==> src/rtl/riscv_pkg.sv <==
// Shared types for the riscv memory arbiter: FSM state, transaction owner
// and memory access size encodings.
package riscv_pkg;

    typedef enum logic {
        IDLE = 1'b0,
        BUSY = 1'b1
    } arb_state_t;

    typedef enum logic [1:0] {
        NONE  = 2'b00,
        FETCH = 2'b01,
        DATA  = 2'b10
    } arb_owner_t;

    typedef enum logic [1:0] {
        BYTE = 2'b00,
        HALF = 2'b01,
        WORD = 2'b10
    } mem_size_t;

endpackage

==> src/rtl/riscv_arb_sel.sv <==
// Combinational requester select: data has priority unless fetch has been
// refused long enough to hit the starvation limit.
module riscv_arb_sel (
    input  logic if_req,
    input  logic d_req,
    input  logic starve_hit,
    input  logic can_grant,
    output logic if_gnt,
    output logic d_gnt
);

    assign if_gnt = can_grant & if_req & (~d_req | starve_hit);
    assign d_gnt  = can_grant & d_req  & ~(if_req & starve_hit);

endmodule

==> src/rtl/riscv_mem_arbiter.sv <==
// Shares a single-port fixed-latency memory between instruction fetch and
// load/store, with one transaction outstanding at a time.
module riscv_mem_arbiter
    import riscv_pkg::*;
#(
    parameter int MEM_LAT    = 1,
    parameter int MAX_STARVE = 4
) (
    input  logic        clk,
    input  logic        rst,
    input  logic        if_req_i,
    input  logic [31:0] if_addr_i,
    output logic        if_gnt_o,
    output logic        if_rvalid_o,
    output logic [31:0] if_rdata_o,
    input  logic        d_req_i,
    input  logic        d_we_i,
    input  logic [1:0]  d_size_i,
    input  logic [31:0] d_addr_i,
    input  logic [31:0] d_wdata_i,
    output logic        d_gnt_o,
    output logic        d_rvalid_o,
    output logic [31:0] d_rdata_o,
    output logic        m_req_o,
    output logic        m_we_o,
    output logic [1:0]  m_size_o,
    output logic [31:0] m_addr_o,
    output logic [31:0] m_wdata_o,
    input  logic [31:0] m_rdata_i,
    output logic        stall_o
);

    localparam int LAT_W = (MEM_LAT > 1) ? $clog2(MEM_LAT) : 1;
    localparam int STV_W = $clog2(MAX_STARVE + 1);
    localparam logic [LAT_W-1:0] LAT_LOAD = LAT_W'(MEM_LAT - 1);
    localparam logic [STV_W-1:0] STV_MAX  = STV_W'(MAX_STARVE);

    arb_state_t       state;
    arb_owner_t       owner;
    logic             owner_we;
    logic [LAT_W-1:0] lat_cnt;
    logic [STV_W-1:0] starve_cnt;

    logic resp;
    logic can_grant;
    logic starve_hit;

    // The response cycle doubles as the next grant slot, giving back-to-back
    // accesses every MEM_LAT cycles. Grants are gated while reset is held.
    assign resp       = (state == BUSY) && (lat_cnt == '0);
    assign can_grant  = rst && ((state == IDLE) || resp);
    assign starve_hit = (starve_cnt == STV_MAX);

    riscv_arb_sel u_sel (
        .if_req     (if_req_i),
        .d_req      (d_req_i),
        .starve_hit (starve_hit),
        .can_grant  (can_grant),
        .if_gnt     (if_gnt_o),
        .d_gnt      (d_gnt_o)
    );

    always_comb begin
        m_req_o   = if_gnt_o | d_gnt_o;
        m_we_o    = d_gnt_o & d_we_i;
        m_size_o  = 2'b00;
        m_addr_o  = '0;
        m_wdata_o = '0;
        if (d_gnt_o) begin
            m_size_o  = d_size_i;
            m_addr_o  = d_addr_i;
            m_wdata_o = d_we_i ? d_wdata_i : '0;
        end else if (if_gnt_o) begin
            m_size_o  = WORD;
            m_addr_o  = if_addr_i;
        end
    end

    assign if_rvalid_o = resp && (owner == FETCH);
    assign d_rvalid_o  = resp && (owner == DATA);
    assign if_rdata_o  = if_rvalid_o ? m_rdata_i : '0;
    assign d_rdata_o   = (d_rvalid_o && !owner_we) ? m_rdata_i : '0;

    assign stall_o = rst & ((if_req_i & ~if_gnt_o) | (d_req_i & ~d_gnt_o));

    always_ff @(posedge clk or negedge rst) begin
        if (!rst) begin
            state      <= IDLE;
            owner      <= NONE;
            owner_we   <= 1'b0;
            lat_cnt    <= '0;
            starve_cnt <= '0;
        end else begin
            if (m_req_o) begin
                state    <= BUSY;
                lat_cnt  <= LAT_LOAD;
                owner    <= d_gnt_o ? DATA : FETCH;
                owner_we <= d_gnt_o & d_we_i;
            end else if (state == BUSY) begin
                if (lat_cnt == '0) begin
                    state    <= IDLE;
                    owner    <= NONE;
                    owner_we <= 1'b0;
                end else begin
                    lat_cnt <= lat_cnt - 1'b1;
                end
            end

            // A withdrawn fetch request forfeits its accumulated priority.
            if (if_req_i && !if_gnt_o) begin
                if (!starve_hit)
                    starve_cnt <= starve_cnt + 1'b1;
            end else begin
                starve_cnt <= '0;
            end
        end
    end

endmodule
==> config.mk <==
export PLATFORM = sky130hd
export DESIGN_NAME = riscv_mem_arbiter
export DESIGN_NICKNAME = d
export VERILOG_FILES = /design/src/rtl/riscv_pkg.sv /design/src/rtl/riscv_arb_sel.sv /design/src/rtl/riscv_mem_arbiter.sv
export SDC_FILE = /design/constraint.sdc
export NUM_CORES = 1
export LEC_CHECK = 0
export BUFFER_PORTS_ARGS = -buffer_cell sky130_fd_sc_hd__buf_4
export CELL_PAD_IN_SITES_DETAIL_PLACEMENT = 0
export CELL_PAD_IN_SITES_GLOBAL_PLACEMENT = 1
export CORE_MARGIN = 5
export CORE_UTILIZATION = 15
export CTS_CLUSTER_SIZE = 40
export DETAILED_ROUTE_END_ITERATION = 8
export GPL_ROUTABILITY_DRIVEN = 0
export PLACE_DENSITY = 0.88
export SYNTH_ARGS = -nofsm -noshare
export SYNTH_HDL_FRONTEND = slang
export SYNTH_SLANG_ARGS = --single-unit
==> constraint.sdc <==
create_clock -name clk -period 3.1 [get_ports clk]
set_clock_uncertainty 0.05 [all_clocks]
set_input_delay 0.155 -clock clk [delete_from_list [all_inputs] [get_ports clk]]
set_output_delay 0.155 -clock clk [all_outputs]
set_load 0.005 [all_outputs]
==> out/qor.csv <==
metric,value,unit
Die Area,11240,µm²
Cells after DPL,555,
clock buffer depth,2,
Max-Cap Viols,0,
Initial Utilization,15.18,%
Mapped Avg Cell Area,7.393,µm²
clk slew on worst S/H paths,0.04,ns
initial antenna violation count,0,
CTS root buf,clkbuf_8,
status,completed,
TritonCTS Buffers,3,
Port Buffer Count,271,
worst vdd ir,0.1247,mV
Rel. slew slack,35.38,%
Max Fclk,0.3999,GHz
Avg WL per Cell,14.83,µm
worst path arrival time,2.30,ns
final hold violation count,0,
setup total negative slack,0,ns
routed vias,2352,
CP max stage delay,0.75,ns
CP Class,flip-flop to output port,
Critical Path Sink Type,output port,
Area growth syn-to-layout,155.9,%
cells along the critical path,inv_1 -> ha_1 -> nand2_2 -> a21oi_4 -> a22o_1 -> buf_4,
DRC,0,
Non-Filler Instances,560,
largest net degree at the start of global routing,37,
hpwl dp,7237,µm
"CP delay by family, top",compound AO/OA/AOI/OAI gates,
GRT overflow,0,
count of cell types in the netlist,23,
HP Class,input port to flip-flop,
pwr dens,163.3,nW/µm²
synth warn,0,
DR pass1 iterations,4,
CTS resizes,0,
die width,106.0,µm
mapped cell area,1383,µm²
I/O pins,272,
core area,9109,µm²
row cnt,35,
Total Wirelength,8302,µm
Critical Path RT,2.89,ns
"antenna viol nets, final",0,
synthesized net count,324,
"Slew Viols, Final",0,
slew of the pin with the lowest slew margin,0.9693,ns
Tcrit/Tclk final,80.67,%
CTS sink count,7,
Starting DRT DRC Count,95,
crit path buf inv count,2,
highest-delay cell along the critical path,a21oi_4,
diodes inserted,0,
RSZ-0062 raised after global routing,no,
Total GRT Usage,13.44,%
maximum fanout along the worst path,36,
layout cell share with drive strength beyond 1,62.58,%
Startpoint Class,flip-flop,
Syn Inst Count,187,
# setup viols final,0,
H-tree Lvls,1,
Vias/cell,4.200,
post-synthesis sequential area ratio,12.67,%
insertion delay to the later sink of the worst-skew pair,0.22,ns
number of global-route vias before repair,2450,
first-pass GRT wire length,12290,µm
register bit total from synthesis,7,
CTS tree,done,
LEAKAGE,2.035,nW
Die Ht,106.0,µm
min cycle time layout,2.501,ns
Final nets,587,
flip-flops by register name, indices dropped and copies added (netlist names):
| register | count |
|---|---|
| starve_cnt | 3 |
| state | 1 |
| owner | 2 |
| owner_we | 1 |
cells in the mapped netlist:
library cell	count	area, µm²
nand2_1	8	30.03
clkbuf_1	8	30.03
nor3_1	1	5.000
o21ai_0	2	10.01
buf_2	5	25.02
a21o_1	4	30.03
a21oi_4	1	16.27
o22ai_1	2	12.51
and2_1	97	606.8
and3b_1	1	8.760
nand3_1	2	10.01
dfrtp_1	7	175.2
and2b_1	1	7.510
and3_1	1	6.260
nor2_1	3	11.26
o21a_1	1	7.510
ha_1	2	25.02
inv_1	3	11.26
a31oi_2	1	12.51
a22o_1	32	280.3
a31oi_4	1	21.27
buf_6	3	33.78
nand2_2	1	6.260
worst reg2reg max path, cell delays in order, from the launching register on:
cell	delay, ns
dfrtp_1	0.40
inv_1	0.09
ha_1	0.30
nand2_2	0.12
a21oi_4	0.75
nor3_1	0.14
through the flow:
stage	area (µm²)	setup slack, ns	hold WS, ns	total power, W	utilization (%)
2_1_floorplan	1383	1.497	-0.1906	0.0002099	-
3_3_place_gp	3482	0.9415	-0.05506	0.0004519	38.23
3_5_place_dp	3482	0.8087	-0.05443	0.0004569	38.23
4_1_cts	3538	0.5693	0.1886	0.0005896	38.85
5_1_grt	3538	0.4089	0.2032	0.0006259	38.85
6_report	3538	0.5992	0.2052	0.0005779	38.85
path summary, 6_finish.rpt:
path / start / to / slack (ns) / cells after the start
min in group asynchronous: rst / starve_cnt[1] / 0.26 / 2
max: starve_cnt[0] / m_addr_o[0] / 0.60 / 6
max in group asynchronous: rst / owner[0] / 2.60 / 2
max reg2reg: starve_cnt[0] / starve_cnt[2] / 1.09 / 5
min reg2reg: owner_we / owner_we / 0.41 / 1
min: if_req_i / starve_cnt[2] / 0.21 / 3
cell usage in the layout, fill, tap and decap left out:
| cell type | n |
|---|---|
| dlygate4sd3_1 | 1 |
| and2_1 | 97 |
| and3b_1 | 1 |
| nand2_2 | 1 |
| o21ai_0 | 2 |
| a31oi_4 | 1 |
| nor2_1 | 3 |
| inv_1 | 3 |
| buf_4 | 273 |
| and2b_1 | 1 |
| nand2_1 | 8 |
| and3_1 | 1 |
| a22o_1 | 32 |
| clkbuf_8 | 3 |
| nor3_1 | 1 |
| a31oi_2 | 1 |
| dfrtp_1 | 7 |
| a21oi_4 | 1 |
| ha_1 | 2 |
| nand3_1 | 2 |
| clkinv_2 | 1 |
| a21o_1 | 4 |
| o21a_1 | 1 |
| o22ai_1 | 2 |
what timing repair did:
action | in CTS | in global routing
hold buffers | 1 | 0
buffers inserted | 0 | 0
endpoints found under the hold margin | 7 | 0
logic make-up (layout without fill, tap and decap cells):
group | Yosys count | count (layout) | share of synthesized area, %
buf+inv | 19 | 281 | 7.239
simple gates | 115 | 115 | 50.05
flops | 7 | 7 | 12.67
compound gates | 44 | 44 | 28.24
fa+ha+maj | 2 | 2 | 1.810
area by class of cell:
class | count | area (µm²)
Multi-Input combinational cell | 161 | 1107
Tap cell | 111 | 138.9
Inverter | 3 | 11.26
Clock buffer | 3 | 41.29
Clock inverter | 1 | 5.005
Timing Repair Buffer | 274 | 2059
Fill cell | 949 | 5570
Sequential cell | 7 | 175.2
layer usage:
| metal | up-vias | track usage, % | part of all wire [%] |
|---|---|---|---|
| li1 | 1154 | - | - |
| met1 | 1060 | 14.71 | 36 |
| met2 | 132 | 25.18 | 54 |
| met3 | 6 | 4.493 | 9.5 |
| met4 | 0 | 2.590 | 0.69 |
| met5 | - | 0 | 0 |
where the power goes:
| group | switching [W] | internal (W) |
|---|---|---|
| sequential | 0.00000546 | 0.0000985 |
| clock | 0.0000391 | 0.0000869 |
| combinational | 0.000121 | 0.000226 |
Power figures use the tool's default switching activity.
